`src/rtl/lsu_if.sv`:
```
// ----------------------------------------------------------------------------
// lsu_if -- signal bundle between the execute stage, the LSU and data memory.
//
// Request side (execute -> LSU):
//   req_valid, req_ready, req_we, req_size[1:0], req_unsigned,
//   req_addr[31:0], req_wdata[31:0]
// Memory side (LSU <-> data memory):
//   mem_req, mem_we, mem_addr[31:0], mem_be[3:0], mem_wdata[31:0],
//   mem_ack, mem_rdata[31:0]
// Response side (LSU -> writeback):
//   resp_valid, resp_rdata[31:0], resp_misaligned
//
// Modports:
//   slave  -- the LSU itself
//   master -- the environment around it (execute stage + memory)
// ----------------------------------------------------------------------------
interface lsu_if;
    logic        req_valid;
    logic        req_ready;
    logic        req_we;
    logic [1:0]  req_size;
    logic        req_unsigned;
    logic [31:0] req_addr;
    logic [31:0] req_wdata;

    logic        mem_req;
    logic        mem_we;
    logic [31:0] mem_addr;
    logic [3:0]  mem_be;
    logic [31:0] mem_wdata;
    logic        mem_ack;
    logic [31:0] mem_rdata;

    logic        resp_valid;
    logic [31:0] resp_rdata;
    logic        resp_misaligned;

    modport slave (
        input  req_valid, req_we, req_size, req_unsigned, req_addr, req_wdata,
        input  mem_ack, mem_rdata,
        output req_ready,
        output mem_req, mem_we, mem_addr, mem_be, mem_wdata,
        output resp_valid, resp_rdata, resp_misaligned
    );

    modport master (
        output req_valid, req_we, req_size, req_unsigned, req_addr, req_wdata,
        output mem_ack, mem_rdata,
        input  req_ready,
        input  mem_req, mem_we, mem_addr, mem_be, mem_wdata,
        input  resp_valid, resp_rdata, resp_misaligned
    );
endinterface

```
`src/rtl/lsu.sv`:
```
// ----------------------------------------------------------------------------
// lsu -- load/store unit for a single-issue in-order core.
//
// Accepts one memory operation at a time from the execute stage, issues a
// word-aligned access with byte enables to data memory, waits (unbounded)
// for the acknowledge, and returns a one-cycle response carrying the
// sign/zero-extended load data. Misaligned or illegal-size accesses never
// reach memory; they complete the cycle after acceptance with
// resp_misaligned set.
//
// Ports:
//   clk  -- sole clock, rising-edge
//   rst  -- synchronous, active-high reset
//   bus  -- lsu_if.slave: request, memory and response signal groups
// ----------------------------------------------------------------------------
module lsu (
    input  logic  clk,
    input  logic  rst,
    lsu_if.slave  bus
);

    typedef enum logic [1:0] {
        IDLE = 2'd0,
        WAIT = 2'd1,
        RESP = 2'd2
    } state_t;

    state_t state;
    state_t state_next;

    // Registered copy of the accepted request.
    logic        op_we;
    logic [1:0]  op_size;
    logic        op_unsigned;
    logic [31:0] op_addr;
    logic [31:0] op_wdata;

    // Response payload, loaded on acceptance (errors) or on mem_ack (loads).
    logic [31:0] resp_data_q;
    logic        resp_mis_q;

    logic        accept;
    logic        req_bad;
    logic        in_wait;
    logic        in_resp;
    logic [3:0]  be_lanes;
    logic [31:0] wdata_lanes;
    logic [31:0] load_data;

    assign in_wait = (state == WAIT);
    assign in_resp = (state == RESP);

    assign bus.req_ready = (state == IDLE);
    assign accept        = bus.req_valid && bus.req_ready;

    // Illegal size, or an address not a multiple of the access size.
    always_comb begin
        case (bus.req_size)
            2'b00:   req_bad = 1'b0;
            2'b01:   req_bad = bus.req_addr[0];
            2'b10:   req_bad = (bus.req_addr[1:0] != 2'b00);
            default: req_bad = 1'b1;
        endcase
    end

    // ------------------------------------------------------------------
    // FSM
    // ------------------------------------------------------------------
    // NOTE: clocked state uses non-blocking (<=) so every register samples
    // pre-edge values; blocking here would create order-dependent races.
    always_ff @(posedge clk) begin
        if (rst) begin
            state <= IDLE;
        end else begin
            state <= state_next;
        end
    end

    // NOTE: state_next gets a default before the case so no path leaves it
    // unassigned, which would otherwise infer a latch.
    always_comb begin
        state_next = state;
        case (state)
            IDLE: begin
                if (accept) begin
                    state_next = req_bad ? RESP : WAIT;
                end
            end
            WAIT: begin
                if (bus.mem_ack) begin
                    state_next = RESP;
                end
            end
            RESP:    state_next = IDLE;
            default: state_next = IDLE;
        endcase
    end

    // ------------------------------------------------------------------
    // Request capture and response payload
    // ------------------------------------------------------------------
    // rst wins over both an accept and an ack landing on the same edge,
    // since it is tested first.
    always_ff @(posedge clk) begin
        if (rst) begin
            op_we       <= 1'b0;
            op_size     <= 2'b00;
            op_unsigned <= 1'b0;
            op_addr     <= 32'd0;
            op_wdata    <= 32'd0;
            resp_data_q <= 32'd0;
            resp_mis_q  <= 1'b0;
        end else begin
            if (accept) begin
                op_we       <= bus.req_we;
                op_size     <= bus.req_size;
                op_unsigned <= bus.req_unsigned;
                op_addr     <= bus.req_addr;
                op_wdata    <= bus.req_wdata;
                resp_data_q <= 32'd0;
                resp_mis_q  <= req_bad;
            end
            if (in_wait && bus.mem_ack) begin
                resp_data_q <= op_we ? 32'd0 : load_data;
            end
        end
    end

    // ------------------------------------------------------------------
    // Store lane steering: byte enables plus data replicated across lanes,
    // so memory can pick the enabled bytes without knowing the offset.
    // ------------------------------------------------------------------
    always_comb begin
        be_lanes    = 4'b1111;
        wdata_lanes = op_wdata;
        case (op_size)
            2'b00: begin
                be_lanes    = 4'b0001 << op_addr[1:0];
                wdata_lanes = {4{op_wdata[7:0]}};
            end
            2'b01: begin
                be_lanes    = 4'b0011 << {op_addr[1], 1'b0};
                wdata_lanes = {2{op_wdata[15:0]}};
            end
            default: begin
                be_lanes    = 4'b1111;
                wdata_lanes = op_wdata;
            end
        endcase
    end

    // ------------------------------------------------------------------
    // Load extraction: pick the addressed lane, then extend.
    // ------------------------------------------------------------------
    logic [31:0] rdata_shifted;
    logic [15:0] ld_half;
    logic        ext_bit;

    always_comb begin
        rdata_shifted = bus.mem_rdata >> {op_addr[1:0], 3'b000};
        ld_half       = op_addr[1] ? bus.mem_rdata[31:16] : bus.mem_rdata[15:0];
        ext_bit       = 1'b0;
        load_data     = bus.mem_rdata;
        case (op_size)
            2'b00: begin
                ext_bit   = ~op_unsigned & rdata_shifted[7];
                load_data = {{24{ext_bit}}, rdata_shifted[7:0]};
            end
            2'b01: begin
                ext_bit   = ~op_unsigned & ld_half[15];
                load_data = {{16{ext_bit}}, ld_half};
            end
            default: load_data = bus.mem_rdata;
        endcase
    end

    // ------------------------------------------------------------------
    // Outputs: memory bus is driven only while an access is outstanding,
    // and is all-zero otherwise.
    // ------------------------------------------------------------------
    assign bus.mem_req   = in_wait;
    assign bus.mem_we    = in_wait && op_we;
    assign bus.mem_addr  = in_wait ? {op_addr[31:2], 2'b00} : 32'd0;
    assign bus.mem_be    = (in_wait && op_we) ? be_lanes : 4'b0000;
    assign bus.mem_wdata = (in_wait && op_we) ? wdata_lanes : 32'd0;

    assign bus.resp_valid      = in_resp;
    assign bus.resp_rdata      = in_resp ? resp_data_q : 32'd0;
    assign bus.resp_misaligned = in_resp && resp_mis_q;

endmodule
```
`src/flat_wrapper.sv`:
```
// flat-port wrapper written by rule: the top's interface ports become plain ports
module lsu_flat 
  (clk, rst, bus_req_valid, bus_req_we, bus_req_size, bus_req_unsigned, bus_req_addr, bus_req_wdata, bus_mem_ack, bus_mem_rdata, bus_req_ready, bus_mem_req, bus_mem_we, bus_mem_addr, bus_mem_be, bus_mem_wdata, bus_resp_valid, bus_resp_rdata, bus_resp_misaligned);
  lsu_if bus_i ();
  input  logic clk;
  input  logic rst;
  input wire logic [$bits(bus_i.req_valid)-1:0] bus_req_valid;
  input wire logic [$bits(bus_i.req_we)-1:0] bus_req_we;
  input wire logic [$bits(bus_i.req_size)-1:0] bus_req_size;
  input wire logic [$bits(bus_i.req_unsigned)-1:0] bus_req_unsigned;
  input wire logic [$bits(bus_i.req_addr)-1:0] bus_req_addr;
  input wire logic [$bits(bus_i.req_wdata)-1:0] bus_req_wdata;
  input wire logic [$bits(bus_i.mem_ack)-1:0] bus_mem_ack;
  input wire logic [$bits(bus_i.mem_rdata)-1:0] bus_mem_rdata;
  output wire logic [$bits(bus_i.req_ready)-1:0] bus_req_ready;
  output wire logic [$bits(bus_i.mem_req)-1:0] bus_mem_req;
  output wire logic [$bits(bus_i.mem_we)-1:0] bus_mem_we;
  output wire logic [$bits(bus_i.mem_addr)-1:0] bus_mem_addr;
  output wire logic [$bits(bus_i.mem_be)-1:0] bus_mem_be;
  output wire logic [$bits(bus_i.mem_wdata)-1:0] bus_mem_wdata;
  output wire logic [$bits(bus_i.resp_valid)-1:0] bus_resp_valid;
  output wire logic [$bits(bus_i.resp_rdata)-1:0] bus_resp_rdata;
  output wire logic [$bits(bus_i.resp_misaligned)-1:0] bus_resp_misaligned;
  assign bus_i.req_valid = bus_req_valid;
  assign bus_i.req_we = bus_req_we;
  assign bus_i.req_size = bus_req_size;
  assign bus_i.req_unsigned = bus_req_unsigned;
  assign bus_i.req_addr = bus_req_addr;
  assign bus_i.req_wdata = bus_req_wdata;
  assign bus_i.mem_ack = bus_mem_ack;
  assign bus_i.mem_rdata = bus_mem_rdata;
  assign bus_req_ready = bus_i.req_ready;
  assign bus_mem_req = bus_i.mem_req;
  assign bus_mem_we = bus_i.mem_we;
  assign bus_mem_addr = bus_i.mem_addr;
  assign bus_mem_be = bus_i.mem_be;
  assign bus_mem_wdata = bus_i.mem_wdata;
  assign bus_resp_valid = bus_i.resp_valid;
  assign bus_resp_rdata = bus_i.resp_rdata;
  assign bus_resp_misaligned = bus_i.resp_misaligned;
  lsu u_core (.clk(clk), .rst(rst), .bus(bus_i));
endmodule
```
`config.mk`:
```
export PLATFORM = sky130hd
export DESIGN_NAME = lsu_flat
export DESIGN_NICKNAME = d
export VERILOG_FILES = /design/src/rtl/lsu_if.sv /design/src/rtl/lsu.sv /design/src/flat_wrapper.sv
export SDC_FILE = /design/constraint.sdc
export NUM_CORES = 1
export LEC_CHECK = 0
export ABC_AREA = 0
export CELL_PAD_IN_SITES_DETAIL_PLACEMENT = 1
export CELL_PAD_IN_SITES_GLOBAL_PLACEMENT = 2
export CORE_UTILIZATION = 26
export CTS_BUF_LIST = sky130_fd_sc_hd__clkbuf_2 sky130_fd_sc_hd__clkbuf_4 sky130_fd_sc_hd__clkbuf_8
export CTS_CLUSTER_SIZE = 30
export DETAILED_ROUTE_END_ITERATION = 10
export GPL_TIMING_DRIVEN = 0
export PLACE_DENSITY = 0.91
export SYNTH_ARGS = -nofsm -noshare
export SYNTH_HDL_FRONTEND = slang
export SYNTH_SLANG_ARGS = --single-unit
```
`constraint.sdc`:
```
create_clock -name clk -period 3.02 [get_ports clk]
set_clock_uncertainty 0.15 [all_clocks]
set_input_delay 0.302 -clock clk [delete_from_list [all_inputs] [get_ports clk]]
set_output_delay 0.302 -clock clk [all_outputs]
set_load 0.02 [all_outputs]
```
-- Word level (Yosys, flattened, before mapping)
Cells that the tools add are included.
- bits in registers: 103
- input port bits: 104
- output and inout port bits: 105
- word-level logic and storage cells: 47
- equal/unequal tests: 7
- shifts and indexed selects: 3
- muxes and demuxes: 16
- bitwise operators: 3
- reductions and logical operators: 10
- operators by type and width (kind ; count):
    2-to-1 mux 32 bit ; 6
    case mux 32 bit (2 select lines) ; 2
    right shift 32 x 5 -> 8 bit ; 1
    2-to-1 mux 16 bit ; 1
    case mux 4 bit (2 select lines) ; 1
    equality test 2 x 1 -> 1 bit (second input constant) ; 3
    logical NOT 2 bit ; 3
    2-to-1 mux 2 bit ; 3
    equality test 2 bit (second input constant) ; 2
    logical AND 1 bit ; 4
    2-to-1 mux 4 bit ; 1
    inequality test 2 bit (second input constant) ; 2
    case mux 2 bit (2 select lines) ; 1
    nonzero test 2 bit ; 2
    left shift 1 x 2 -> 4 bit (first input constant) ; 1
    left shift 2 x 2 -> 4 bit (first input constant) ; 1
    case mux 1 bit (3 select lines) ; 1
    AND 1 bit ; 2
    AND reduction 2 bit ; 1
    NOT 1 bit ; 1

-- Longest topological paths before layout
- word-level depth: 5
- mapped depth: 8

-- Least setup slack after synthesis
Ideal clock, no wire load.
- kind: flip-flop to output port
- from: register u_core.op_size[1]
- to: output port bus_mem_wdata[17]
- data arrival time: 1.565 ns
- setup slack: 1.003 ns
- cell stages (with the launch flop): 6
- path buffers: 3
- path through: dfxtp_1 > buf_2 > buf_1 > clkbuf_1 > mux2i_1 > nor2_1
- word-level cells in the longest chain between the ends: 3
- RTL lines (what ; RTL line ; RTL):
    start: declaration ; lsu.sv:33 ; logic [1:0] op_size;
    start signal: assignment ; lsu.sv:116 ; op_size <= bus.req_size;
    equality test 2 x 1 -> 1 bit / logical NOT 2 bit (equally long branches) ; lsu.sv:136 ; case (op_size)
    case mux 32 bit (2 select lines) (*) ; lsu.sv:136 ;
    2-to-1 mux 32 bit (*) ; lsu.sv:185 ; assign bus.mem_wdata = (in_wait && op_we) ? wdata_lanes : 32'd0;
    end: declaration ; flat_wrapper.sv:20 ; output wire logic [$bits(bus_i.mem_wdata)-1:0] bus_mem_wdata;
Mark *: on every way between the ends. The rest lies on a longest branch, timed or not.

-- Worst setup path after layout
- from: register u_core.op_we
- to: output port bus_mem_wdata[29]
- word-level cells in the longest chain between the ends: 2
- RTL lines (what ; RTL line ; RTL):
    start: declaration ; lsu.sv:32 ; logic op_we;
    start signal: assignment ; lsu.sv:115 ; op_we <= bus.req_we;
    logical AND 1 bit ; lsu.sv:185 ;
    2-to-1 mux 32 bit ; lsu.sv:185 ;
No other way between the ends.

==> results.txt <==
1st-pass router iterations -> 4
Filler Cell Count -> 2395
DP HPWL -> 15800 µm
Initial antenna violation count -> 2
Layout overhead on the synthesized area -> 51.5%
Die height -> 144 µm
Sequential share of the synthesized area -> 0.395
I/O pins -> 209
Post-route ant nets -> 0
Hold path start -> bus_req_addr[28]
Gpl congestion -> 0.793
Crit end category -> primary output
CTS buffer count -> 9
Vias per std cell -> 4.85
Post-Layout Inst Area -> 7900 µm²
Pins over their slew limit -> 0
Status -> complete, no violations
Most common cell after layout, fill and taps aside -> clkdlybuf4s50_1
Cells after Synth -> 682
Hold Path Stages -> 3
Sw power -> 0.000932 W
Worst Setup SP -> u_core.op_we
Combinational power share -> 0.201
Leakage Power -> 2.99 nW
CTS tree -> yes
1st-iter DRT viols -> 234
Hold Path End -> u_core.op_addr[28]
Clock group share of total power -> 0.342
GRT Overall Usage -> 0.207
Die area -> 20600 µm²
Core area -> 19600 µm²
N_diodes -> 0
Syn_area_per_cell -> 7.65 µm²
Worst Reg-to-Reg Cells -> 6
Worst EP required -> 2570 ps
Worst VDD drop -> 207 µV
Skew-Pair Late Insertion Delay -> 390 ps
Clk slew on worst S/H paths -> 100 ps
Sw frac -> 0.288
Largest net degree at the start of global routing -> 17
WP data arrival -> 2400 ps
RSZ-0062 raised after global routing -> no
Die width -> 144 µm
Maximum fanout along the worst path -> 10
CP Launch Type -> flip-flop
PortBufs -> 205
Least-Margin Pin Slew -> 704 ps
Int Pwr -> 0.00231 W
Reg power frac -> 0.457
Synth cell types -> 42
CTS root buffer -> clkbuf_8
Max Cap Viol -> 0
First-pass GRT wire length -> 32400 µm
Initial Util -> 0.266
Critical path type -> flip-flop to primary output
Power consumption -> 0.00324 W
Remaining DRCs -> 0
Worst r2r src -> u_core.state[0]
Fin crit share -> 0.945
Max transition margin -> 0.530
Setup TNS -> 0 ps
Via count -> 5674
Drt wl/cell -> 17.9 µm
Synthesized cell area -> 5220 µm²
Clock Sinks -> 103
R2R Setup Slk -> 790 ps
Final hold vios -> 0
Number of global-route vias before repair -> 5748
Hold crit path type -> input pin to flip-flop
Final setup vio count -> 0
Pwr Density -> 410 nW/µm²
Yosys warns -> 0
Period minus WS final -> 2850 ps
H-Tree Level Count -> 3
Worst R2R End -> u_core.op_wdata[7]
F_max -> 0.350 GHz
Layout cells sized above 1 -> 0.0575
Nets -> 1004
Most frequent cells in the layout -> 196 x clkdlybuf4s50_1, 166 x nand2_1, 107 x a21oi_1, 102 x dfxtp_1, 71 x and2_1
Placed inst area -> 7600 µm²
# rows -> 51
Grt total ovfl -> 0
Longest Clk Path Bufs -> 2
Yosys reg bits -> 103
Routed WL -> 21000 µm
## state kept, by name (all words and copies together) (netlist names)
signal / flops
u_core.op_unsigned: 1
u_core.op_addr: 32
u_core.resp_data_q: 32
u_core.op_size: 2
u_core.resp_mis_q: 1
u_core.op_we: 1
u_core.op_wdata: 32
u_core.state: 2
## power by group through the flow
stage               registers (W)  logic [W]  clock network (W)
floorplan                 0.00149   0.000347                  0
CTS                       0.00148   0.000655            0.00114
global placement          0.00151   0.000638                  0
detailed placement        0.00151   0.000649                  0
finish                    0.00148   0.000651            0.00111
global route              0.00149   0.000716            0.00119
## repair_timing
action | CTS | global route
hold buffers | 0 | 0
buffers inserted | 0 | 2
endpoints found under the hold margin | 0 | 0
setup endpoints to repair | 51 | 50
gates cloned | 0 | 0
resized for setup | 15 | 12
## metal layers
layer  vias up  share of wire  GRT usage
met5         -         0.0012          0
met4         4          0.017     0.0571
met3        30          0.085     0.0723
met2       206           0.47      0.350
met1      2691           0.43      0.247
li1       2743              -          -
## worst max path at each step
stage | cells after the start | to
after floorplan | 5 | bus_mem_wdata[17]
after global placement | 6 | bus_mem_wdata[23]
after CTS | 6 | bus_mem_wdata[27]
after global routing | 6 | bus_mem_wdata[29]
after detailed placement | 6 | bus_mem_wdata[23]
final | 6 | bus_mem_wdata[29]
## metrics by stage
stage	setup WS [ps]	hold slack, ps	instances	util
4_1_cts	1.75	268	1168	0.401
5_1_grt	4.64	286	1170	0.403
2_1_floorplan	1000	267	683	-
3_3_place_gp	4.29	285	1153	0.388
6_report	165	293	1170	0.403
3_5_place_dp	41.9	295	1153	0.388
## cell usage after synthesis (all sizes together)
master	count	area share
a211oi	7	0.010
a21o	2	0.0029
a21oi	107	0.10
a221o	23	0.044
a221oi	1	0.0017
a22o	7	0.012
a22oi	14	0.020
and2	72	0.087
and3	10	0.012
and4b	1	0.0019
buf	20	0.024
clkbuf	45	0.033
conb	1	0.00072
dfxtp	103	0.40
inv	5	0.0036
mux2	1	0.0022
mux2i	23	0.044
mux4	2	0.0086
nand2	166	0.12
nand2b	4	0.0048
nand3	1	0.00096
nand3b	1	0.0014
nor2	37	0.027
nor2b	4	0.0067
nor3	2	0.0019
nor3b	1	0.0014
nor4bb	1	0.0031
o21ai	9	0.0086
o2bb2a	1	0.0019
o2bb2ai	7	0.012
o311ai	1	0.0017
o31ai	1	0.0014
or2	2	0.0024
## layout make-up
class,instances,area (µm²),area share
clock buffers,11,145,0.0184
repair buffers,207,2070,0.263
well taps,265,332,0.0420
flip-flops and latches,103,2060,0.261
inverters,5,18.8,0.00237
multi-input cells,510,2850,0.361
clock inverters,5,104,0.0131
plain buffers,64,312,0.0394
## cell families after synthesis
family | after synthesis | share of synthesized area
flip-flops | 103 | 0.395
buffers and inverters | 70 | 0.0607
AND/OR/NAND/NOR | 302 | 0.270
multiplexers | 26 | 0.0549
AO/OA/AOI/OAI | 180 | 0.219
other | 1 | 0.000719
## worst max-delay path: stages, from the launching register on
cell	delay [ps]
dfxtp_1	420
clkbuf_2	250
nand2_1	100
clkbuf_2	220
clkbuf_2	250
nor2_1	150
clkdlybuf4s50_1	630
(Power assumes the default switching activity.)
